$ cat config.mk
export PLATFORM = sky130hd
export DESIGN_NAME = sram_bist_march_ctrl_flat
export DESIGN_NICKNAME = d
export VERILOG_FILES = /design/src/rtl/sram_bist_pkg.sv /design/src/rtl/sram_bist_march_ctrl_if.sv /design/src/rtl/sram_bist_cmp.sv /design/src/rtl/sram_bist_march_ctrl.sv /design/src/flat_wrapper.sv
export SDC_FILE = /design/constraint.sdc
export NUM_CORES = 1
export LEC_CHECK = 0
export ABC_AREA = 1
export BUFFER_PORTS_ARGS = -buffer_cell sky130_fd_sc_hd__buf_2
export CAP_MARGIN = 10
export CORE_MARGIN = 4
export CORE_UTILIZATION = 50
export CTS_CLUSTER_SIZE = 20
export DETAILED_ROUTE_END_ITERATION = 10
export MAX_ROUTING_LAYER = met4
export PLACE_DENSITY_LB_ADDON = 0.3
export SYNTH_ARGS = -nofsm -noshare
export SYNTH_HDL_FRONTEND = slang
export SYNTH_SLANG_ARGS = --single-unit
$ cat constraint.sdc
create_clock -name clk -period 2.6 [get_ports clk]
set_clock_uncertainty 0.15 [all_clocks]
set_input_delay 0.39 -clock clk [delete_from_list [all_inputs] [get_ports clk]]
set_output_delay 0.39 -clock clk [all_outputs]
set_load 0.02 [all_outputs]
$ cat src/rtl/sram_bist_pkg.sv
// Shared types and per-element constant table for the March C- BIST sequencer.
package sram_bist_pkg;

  typedef enum logic [2:0] {E0, E1, E2, E3, E4, E5} elem_t;
  typedef enum logic {OP_R, OP_W} op_t;
  typedef enum logic [1:0] {IDLE, RUN, DRAIN, DONE} state_t;

  // Every two-op element is (read, write) at the same address.
  localparam op_t SECOND_OP = OP_W;

  typedef struct packed {
    logic two_op;   // element has a read followed by a write
    op_t  first_op; // operation issued at phase 0
    logic rd_inv;   // read expects ~BG
    logic wr_inv;   // write stores ~BG
    logic down;     // address runs from the top word downwards
  } elem_cfg_t;

  function automatic elem_cfg_t elem_cfg(elem_t e);
    elem_cfg_t c;
    c = '{two_op: 1'b0, first_op: OP_R, rd_inv: 1'b0, wr_inv: 1'b0, down: 1'b0};
    unique case (e)
      E0:      c = '{two_op: 1'b0, first_op: OP_W, rd_inv: 1'b0, wr_inv: 1'b0, down: 1'b0};
      E1:      c = '{two_op: 1'b1, first_op: OP_R, rd_inv: 1'b0, wr_inv: 1'b1, down: 1'b0};
      E2:      c = '{two_op: 1'b1, first_op: OP_R, rd_inv: 1'b1, wr_inv: 1'b0, down: 1'b0};
      E3:      c = '{two_op: 1'b1, first_op: OP_R, rd_inv: 1'b0, wr_inv: 1'b1, down: 1'b1};
      E4:      c = '{two_op: 1'b1, first_op: OP_R, rd_inv: 1'b1, wr_inv: 1'b0, down: 1'b1};
      E5:      c = '{two_op: 1'b0, first_op: OP_R, rd_inv: 1'b0, wr_inv: 1'b0, down: 1'b0};
      default: c = '{two_op: 1'b0, first_op: OP_R, rd_inv: 1'b0, wr_inv: 1'b0, down: 1'b0};
    endcase
    return c;
  endfunction

endpackage

$ cat src/rtl/sram_bist_march_ctrl_if.sv
// BIST-side pin bundle between the sequencer (master) and the SRAM macro (slave).
interface sram_bist_march_ctrl_if #(
  parameter int unsigned ADDR_W = 8,
  parameter int unsigned DATA_W = 8
);
  logic              bist_en;
  logic              bist_men;
  logic              bist_wen;
  logic              bist_ren;
  logic [ADDR_W-1:0] bist_addr;
  logic [DATA_W-1:0] bist_din;
  logic [DATA_W-1:0] bist_bm;
  logic [DATA_W-1:0] sram_dout;

  modport master (
    output bist_en, bist_men, bist_wen, bist_ren, bist_addr, bist_din, bist_bm,
    input  sram_dout
  );

  modport slave (
    input  bist_en, bist_men, bist_wen, bist_ren, bist_addr, bist_din, bist_bm,
    output sram_dout
  );
endinterface

$ cat src/rtl/sram_bist_cmp.sv
// One-stage read-compare pipeline with first-fail capture and saturating error count.
module sram_bist_cmp
  import sram_bist_pkg::*;
#(
  parameter int unsigned ADDR_W = 8,
  parameter int unsigned DATA_W = 8
) (
  input  logic              clk,
  input  logic              rst_n,
  input  logic              clear,     // new test accepted
  input  logic              flush,     // abort: drop anything in flight
  input  logic              rd_valid,  // read on the bus this cycle
  input  logic [DATA_W-1:0] rd_exp,
  input  logic [ADDR_W-1:0] rd_addr,
  input  elem_t             rd_elem,
  input  logic [DATA_W-1:0] sram_dout,
  output logic [7:0]        err_cnt,
  output logic [ADDR_W-1:0] fail_addr,
  output logic [2:0]        fail_elem,
  output logic [DATA_W-1:0] fail_data
);

  logic              pend_q;
  logic [DATA_W-1:0] exp_q;
  logic [ADDR_W-1:0] paddr_q;
  elem_t             pelem_q;
  logic              mismatch;

  logic [7:0]        err_cnt_q;
  logic [ADDR_W-1:0] fail_addr_q;
  logic [2:0]        fail_elem_q;
  logic [DATA_W-1:0] fail_data_q;

  // Carry the read's expectation one cycle to line up with DOUT.
  always_ff @(posedge clk or negedge rst_n) begin
    if (!rst_n) begin
      pend_q  <= 1'b0;
      exp_q   <= '0;
      paddr_q <= '0;
      pelem_q <= E0;
    end else begin
      pend_q  <= rd_valid && !flush && !clear;
      exp_q   <= rd_exp;
      paddr_q <= rd_addr;
      pelem_q <= rd_elem;
    end
  end

  assign mismatch = pend_q && !flush && (sram_dout != exp_q);

  // Count mismatches; capture diagnostics only for the first one.
  always_ff @(posedge clk or negedge rst_n) begin
    if (!rst_n) begin
      err_cnt_q   <= '0;
      fail_addr_q <= '0;
      fail_elem_q <= '0;
      fail_data_q <= '0;
    end else if (clear) begin
      err_cnt_q   <= '0;
      fail_addr_q <= '0;
      fail_elem_q <= '0;
      fail_data_q <= '0;
    end else if (mismatch) begin
      if (err_cnt_q != 8'hFF) err_cnt_q <= err_cnt_q + 8'd1;
      if (err_cnt_q == 8'h00) begin
        fail_addr_q <= paddr_q;
        fail_elem_q <= pelem_q;
        fail_data_q <= sram_dout;
      end
    end
  end

  assign err_cnt   = err_cnt_q;
  assign fail_addr = fail_addr_q;
  assign fail_elem = fail_elem_q;
  assign fail_data = fail_data_q;

endmodule

$ cat src/rtl/sram_bist_march_ctrl.sv
// March C- BIST sequencer: FSM plus element/address counters driving the macro BIST port.
module sram_bist_march_ctrl
  import sram_bist_pkg::*;
#(
  parameter int unsigned     ADDR_W = 8,
  parameter int unsigned     DATA_W = 8,
  parameter logic [DATA_W-1:0] BG   = '0
) (
  input  logic                   clk,
  input  logic                   rst_n,
  input  logic                   start,
  input  logic                   abort,
  sram_bist_march_ctrl_if.master mem,
  output logic                   busy,
  output logic                   done,
  output logic                   pass,
  output logic [7:0]             err_cnt,
  output logic [ADDR_W-1:0]      fail_addr,
  output logic [2:0]             fail_elem,
  output logic [DATA_W-1:0]      fail_data
);

  localparam logic [ADDR_W-1:0] TopAddr = {ADDR_W{1'b1}};

  state_t            state_q, state_d;
  elem_t             elem_q, elem_d;
  logic [ADDR_W-1:0] addr_q, addr_d;
  logic              phase_q, phase_d;
  logic              start_acc;
  elem_cfg_t         cfg_q, cfg_d;
  op_t               op_d;

  logic              en_q, men_q, wen_q, ren_q;
  logic              en_d, men_d, wen_d, ren_d;
  logic [ADDR_W-1:0] baddr_q, baddr_d;
  logic [DATA_W-1:0] din_q, din_d, bm_q, bm_d;
  logic              pass_q;

  assign cfg_q = elem_cfg(elem_q);

  // Next-state: walk phase, then address, then element; abort always wins.
  always_comb begin
    state_d   = state_q;
    elem_d    = elem_q;
    addr_d    = addr_q;
    phase_d   = phase_q;
    start_acc = 1'b0;
    unique case (state_q)
      IDLE: begin
        if (start && !abort) begin
          start_acc = 1'b1;
          state_d   = RUN;
          elem_d    = E0;
          addr_d    = '0;
          phase_d   = 1'b0;
        end
      end
      RUN: begin
        if (!phase_q && cfg_q.two_op) begin
          phase_d = 1'b1;
        end else begin
          phase_d = 1'b0;
          if (addr_q == (cfg_q.down ? '0 : TopAddr)) begin
            if (elem_q == E5) begin
              state_d = DRAIN;
            end else begin
              elem_d = elem_t'(elem_q + 3'd1);
              addr_d = elem_cfg(elem_d).down ? TopAddr : '0;
            end
          end else begin
            addr_d = cfg_q.down ? addr_q - 1'b1 : addr_q + 1'b1;
          end
        end
      end
      DRAIN:   state_d = DONE;
      DONE:    state_d = IDLE;
      default: state_d = IDLE;
    endcase
    if (abort) state_d = IDLE;
  end

  // Bus values for the operation that will be on the pins next cycle.
  always_comb begin
    cfg_d   = elem_cfg(elem_d);
    op_d    = phase_d ? SECOND_OP : cfg_d.first_op;
    men_d   = (state_d == RUN);
    en_d    = men_d || (state_d == DRAIN);
    wen_d   = men_d && (op_d == OP_W);
    ren_d   = men_d && (op_d == OP_R);
    din_d   = wen_d ? (cfg_d.wr_inv ? ~BG : BG) : '0;
    bm_d    = men_d ? '1 : '0;
    baddr_d = men_d ? addr_d : '0;
  end

  // FSM, counters and registered BIST pins.
  always_ff @(posedge clk or negedge rst_n) begin
    if (!rst_n) begin
      state_q <= IDLE;
      elem_q  <= E0;
      addr_q  <= '0;
      phase_q <= 1'b0;
      en_q    <= 1'b0;
      men_q   <= 1'b0;
      wen_q   <= 1'b0;
      ren_q   <= 1'b0;
      baddr_q <= '0;
      din_q   <= '0;
      bm_q    <= '0;
    end else begin
      state_q <= state_d;
      elem_q  <= elem_d;
      addr_q  <= addr_d;
      phase_q <= phase_d;
      en_q    <= en_d;
      men_q   <= men_d;
      wen_q   <= wen_d;
      ren_q   <= ren_d;
      baddr_q <= baddr_d;
      din_q   <= din_d;
      bm_q    <= bm_d;
    end
  end

  // Verdict is latched on leaving DONE and held until the next accepted start.
  always_ff @(posedge clk or negedge rst_n) begin
    if (!rst_n) begin
      pass_q <= 1'b0;
    end else if (start_acc) begin
      pass_q <= 1'b0;
    end else if (state_q == DONE && !abort) begin
      pass_q <= (err_cnt == 8'h00);
    end
  end

  sram_bist_cmp #(
    .ADDR_W (ADDR_W),
    .DATA_W (DATA_W)
  ) u_cmp (
    .clk       (clk),
    .rst_n     (rst_n),
    .clear     (start_acc),
    .flush     (abort),
    .rd_valid  (ren_q),
    .rd_exp    (cfg_q.rd_inv ? ~BG : BG),
    .rd_addr   (baddr_q),
    .rd_elem   (elem_q),
    .sram_dout (mem.sram_dout),
    .err_cnt   (err_cnt),
    .fail_addr (fail_addr),
    .fail_elem (fail_elem),
    .fail_data (fail_data)
  );

  assign mem.bist_en   = en_q;
  assign mem.bist_men  = men_q;
  assign mem.bist_wen  = wen_q;
  assign mem.bist_ren  = ren_q;
  assign mem.bist_addr = baddr_q;
  assign mem.bist_din  = din_q;
  assign mem.bist_bm   = bm_q;

  assign busy = (state_q == RUN) || (state_q == DRAIN);
  assign done = (state_q == DONE);
  assign pass = pass_q;

endmodule

$ cat src/flat_wrapper.sv
// flat-port wrapper written by rule: the top's interface ports become plain ports
module sram_bist_march_ctrl_flat import sram_bist_pkg::*;
#(
  parameter int unsigned     ADDR_W = 8,
  parameter int unsigned     DATA_W = 8,
  parameter logic [DATA_W-1:0] BG   = '0
)
  (clk, rst_n, start, abort, busy, done, pass, err_cnt, fail_addr, fail_elem, fail_data, mem_bist_en, mem_bist_men, mem_bist_wen, mem_bist_ren, mem_bist_addr, mem_bist_din, mem_bist_bm, mem_sram_dout);
  sram_bist_march_ctrl_if #(.ADDR_W(ADDR_W), .DATA_W(DATA_W)) mem_i ();
  input  logic clk;
  input  logic rst_n;
  input  logic start;
  input  logic abort;
  output logic busy;
  output logic done;
  output logic pass;
  output logic [7:0] err_cnt;
  output logic [ADDR_W-1:0] fail_addr;
  output logic [2:0] fail_elem;
  output logic [DATA_W-1:0] fail_data;
  output wire logic [$bits(mem_i.bist_en)-1:0] mem_bist_en;
  output wire logic [$bits(mem_i.bist_men)-1:0] mem_bist_men;
  output wire logic [$bits(mem_i.bist_wen)-1:0] mem_bist_wen;
  output wire logic [$bits(mem_i.bist_ren)-1:0] mem_bist_ren;
  output wire logic [$bits(mem_i.bist_addr)-1:0] mem_bist_addr;
  output wire logic [$bits(mem_i.bist_din)-1:0] mem_bist_din;
  output wire logic [$bits(mem_i.bist_bm)-1:0] mem_bist_bm;
  input wire logic [$bits(mem_i.sram_dout)-1:0] mem_sram_dout;
  assign mem_bist_en = mem_i.bist_en;
  assign mem_bist_men = mem_i.bist_men;
  assign mem_bist_wen = mem_i.bist_wen;
  assign mem_bist_ren = mem_i.bist_ren;
  assign mem_bist_addr = mem_i.bist_addr;
  assign mem_bist_din = mem_i.bist_din;
  assign mem_bist_bm = mem_i.bist_bm;
  assign mem_i.sram_dout = mem_sram_dout;
  sram_bist_march_ctrl #(.ADDR_W(ADDR_W), .DATA_W(DATA_W), .BG(BG)) u_core (.clk(clk), .rst_n(rst_n), .start(start), .abort(abort), .mem(mem_i), .busy(busy), .done(done), .pass(pass), .err_cnt(err_cnt), .fail_addr(fail_addr), .fail_elem(fail_elem), .fail_data(fail_data));
endmodule
==> summary by stage <==
Timing
The number of endpoints failing setup at the final stage is 16. The worst hold-check slack is 0.1578 ns. For this run, the top clock speed supported by timing is 373.7 MHz. The transition at the pin with the smallest max-transition slack is 0.6573 ns. The shortest clock period the worst path allows after layout is 2.676 ns. The worst-case headroom to the max-slew limit is 56.18%.

The fraction of the cycle the final worst path needs is 102.9%. Setup repair after global routing could not meet its margin everywhere. After layout, the worst setup slack is -0.07592 ns. The count of final hold-check violations is 0. The max-slew violation total from the final report is 0.

CTS
The clock latency of the later-clocked register in the worst-skew pair is 0.34 ns. The TritonCTS clock tree is done. The total number of clock tree sinks is 68. In this run the clock root is driven by a sky130_fd_sc_hd__clkbuf_8. The clock transition time at the flip-flop clock pins of the worst setup and hold paths is 0.08 ns. The number of clock buffers added by TritonCTS is 9. No sink is reached through more buffers than the 2 on the longest clock path. The H-tree was split into 3 levels.

Finish
The count of nets after finishing is 550. The synthesis-to-layout area growth is 26.80%. Leaving out filler cells and counting taps, the final layout contains 619. The filler cells instantiated in the layout total 591. Once layout is complete, the utilization of the core stands at 66.74%. The share of post-route cells with drive strength above 1 is 34.99%. The number of diodes added for antenna fixing is 0.

Run
The number of max-capacitance violations reported is 0.

Critical path
The critical path goes through inv_2 > ha_4 > nand2_4 > nand2_8 > ha_4 > buf_4 > nand2_1 > nor2_2 > nand3_2 > nor2_1 > nand2_1 > o21ai_0 > inv_1 > o211ai_1 > nand2_1. The worst register-to-register path begins at u_core.elem_q[0]$_DFF_PN0_. For the worst setup path, the data required time is 2.66 ns. Of all nets on the critical path, the largest fanout is 8. Together, buffers and inverters on the worst path number 3. The worst setup path is launched from a register. The start-to-end type of the worst setup path is register to register. The most used cell along the critical path is sky130_fd_sc_hd__nand2_1.

The arrival time of the worst setup path is 2.74 ns. The kind of cell with the highest combined delay on the critical path is simple AND/OR/NAND/NOR gates. In this design, the stage delay of the slowest critical-path cell is 0.42 ns. The worst setup path is captured at a register. The cell type of the slowest stage on the worst timing path is sky130_fd_sc_hd__dfrtp_1. In this run the worst setup path begins at u_core.elem_q[0]$_DFF_PN0_.

Floorplan
The site row count is 30. Once the floorplan was initialized, standard cells occupied 52.63% of the core. The height of the die is 93.73 um. The floorplan die area is 8785 sq um.

Measured along the x axis, the die boundary spans 93.73 um. The number of top-level pins is 70. The core region is 6982 sq um.

Status
The final reports fail on setup timing. The run finished, with violations left.

Logic synthesis
In the synthesized netlist, the number of instances is 427. The synthesized design contains 0 enable-type register cells. The synthesized design spends more area on one cell type than any other, namely sky130_fd_sc_hd__dfrtp_1. The number of nets in the synthesized netlist is 459. The mean instance size in the synthesized netlist is 8.606 sq um. The warning count from the yosys run is 0. The flip-flop and latch count after synthesis is 68. Among all flip-flop cells after synthesis, the most frequent one is sky130_fd_sc_hd__dfrtp_1. Yosys attributes the largest share of cell area to sky130_fd_sc_hd__dfrtp_1 46%, sky130_fd_sc_hd__nand2_1 10%, sky130_fd_sc_hd__nand3_1 8.6%.

Of the post-synthesis cell area, the dominant cell type holds 46.31%. In the synthesized netlist the async set-or-reset flop fraction comes to 100.0%. After synthesis, flip-flops and latches occupy 46.31% of the total area.

The commonest cells after synthesis are 98 x sky130_fd_sc_hd__nand2_1, 68 x sky130_fd_sc_hd__dfrtp_1, 63 x sky130_fd_sc_hd__nand3_1. The synthesized netlist contains 39 unique library cells. The summed instance area of the synthesized netlist is 3675 sq um.

The leading cell type by number of instances after synthesis is sky130_fd_sc_hd__nand2_1.

Routing
Dividing the detail-routed wire length by the instance count gives 14.08 um. For this run, design rule violations remaining after detail routing come to 0. The via count of the routed design is 3,163.

The per-cell via count in the routed design is 5.110. The remaining number of nets flagged by the antenna check after routing is 0. For this run, the detailed router's first-pass iteration total came to 4.

The total wirelength of the detailed-routed design is 8716 um. The first routing iteration left 150 violations.

Worst hold path
The worst hold path belongs to the class primary input to register. The launch point of the worst hold path is mem_sram_dout[6].

Global route
The met2 track demand over resource is 34.54%. The initial antenna violation count was 0. The overall routing resource usage is 21.12%.

The first global-routing pass estimated 14,360 um of wire. The global routing usage on met1 is 26.56%. Global routing used 2.324% of the available met3 tracks. The most utilized layer in the global route result is met2. The via count of the first global-routing pass is 3,064. The overall overflow remaining after global route is 0. Entering global routing, the biggest net connects 40 pins.

Pwr
Dividing total power by cell area gives a power density of 743.6 nW/um^2. The maximum vdd drop is 0.4036 mV. For this design the static power due to leakage is 2.587 nW. The design draws 3.465 mW.

Place
The number of placed instances, taps included, is 591. During placement, the flow inserted port buffers numbering 69. Summed over all nets, the half-perimeter wirelength after detailed placement is 6568 um. The last weighted congestion value of the routability-driven placer is 0.9458.
[area by class of cell]
type	instances	area [sq um]	share of cell area (%)
Timing Repair inverter	1	8.758	0.1880
Tap cell	96	120.1	2.578
Inverter	44	170.2	3.652
Clock buffer	12	145.1	3.115
Timing Repair Buffer	102	608.1	13.05
Clock inverter	4	25.02	0.5371
Multi-Input combinational cell	292	1879	40.33
Sequential cell	68	1703	36.55
[logic make-up (layout without fill, tap and decap cells)]
| group | Yosys count | in the layout | share of synthesized area, % |
|---|---|---|---|
| compound gates | 40 | 40 | 6.708 |
| xor+xnor | 8 | 8 | 1.907 |
| fa+ha+maj | 20 | 20 | 7.014 |
| buf+inv | 67 | 163 | 8.648 |
| simple gates | 224 | 224 | 29.42 |
| flops | 68 | 68 | 46.31 |
[registers in the layout, indices dropped and copies added, names as in the netlist, 2 cells and up]
register	flops
u_core.u_cmp.pelem_q	3
u_core.mem.bist_addr	8
u_core.u_cmp.fail_data	8
u_core.elem_q	3
u_core.u_cmp.fail_addr	8
u_core.u_cmp.fail_elem	3
u_core.state_q	2
u_core.u_cmp.paddr_q	8
u_core.addr_q	8
u_core.u_cmp.err_cnt	8
[where the power goes]
group | switching [mW] | internal [mW] | total, mW
Sequential | 0.165 | 1.19 | 1.35
Combinational | 0.910 | 0.443 | 1.35
Clock | 0.388 | 0.370 | 0.758
[through the flow]
| step | cell area (sq um) | TNS (ns) | setup WS, ns |
|---|---|---|---|
| after global routing | 4659 | -3.768 | -0.2424 |
| after detailed placement | 4267 | -2.307 | -0.2299 |
| after global placement | 4267 | -0.3176 | -0.03755 |
| final | 4659 | -0.8645 | -0.07592 |
| after floorplan | 3776 | 0 | 0.009084 |
| after CTS | 4558 | -1.434 | -0.1086 |
[layer usage]
metal	up-vias	wire [um]
met2	64	4482
met1	1516	3758
met5	-	0
li1	1568	-
met3	15	313
met4	0	161
[placed cells by master (no fill, tap or decap), drive strengths merged, types with 10 or more instances in the layout]
master,instances
ha,19
nand2,106
inv,43
buf,101
nor2,29
o21ai,10
dfrtp,68
nand3,67
clkbuf,12
a21oi,19
[what timing repair did]
item,CTS,global route
buffers inserted,6,4
hold buffers,1,0
endpoints found under the setup margin,16,24
pin swaps,14,9
gates resized for setup,15,17
hold endpoints to repair,29,0
cloned,1,0
[worst min-delay path: cells and delay by family]
| family | cells | cell delay (ns) |
|---|---|---|
| AND/OR/NAND/NOR | 2 | 0.13 |
| buffers and inverters | 1 | 0.10 |
[worst paths after layout]
check                                                   endpoint  slack, ns  cells after the start
max                                   u_core.addr_q[3]$_DFF_PN0_      -0.08                     15
min                        u_core.u_cmp.fail_data[6]$_DFFE_PN0P_       0.16                      3
max reg2reg                           u_core.addr_q[3]$_DFF_PN0_      -0.08                     15
min reg2reg                    u_core.u_cmp.paddr_q[5]$_DFF_PN0_       0.22                      0
max in group asynchronous             u_core.elem_q[1]$_DFF_PN0_       1.17                      3
min in group asynchronous  u_core.u_cmp.fail_addr[6]$_DFFE_PN0P_       0.47                      2
(Power assumes the default switching activity.)
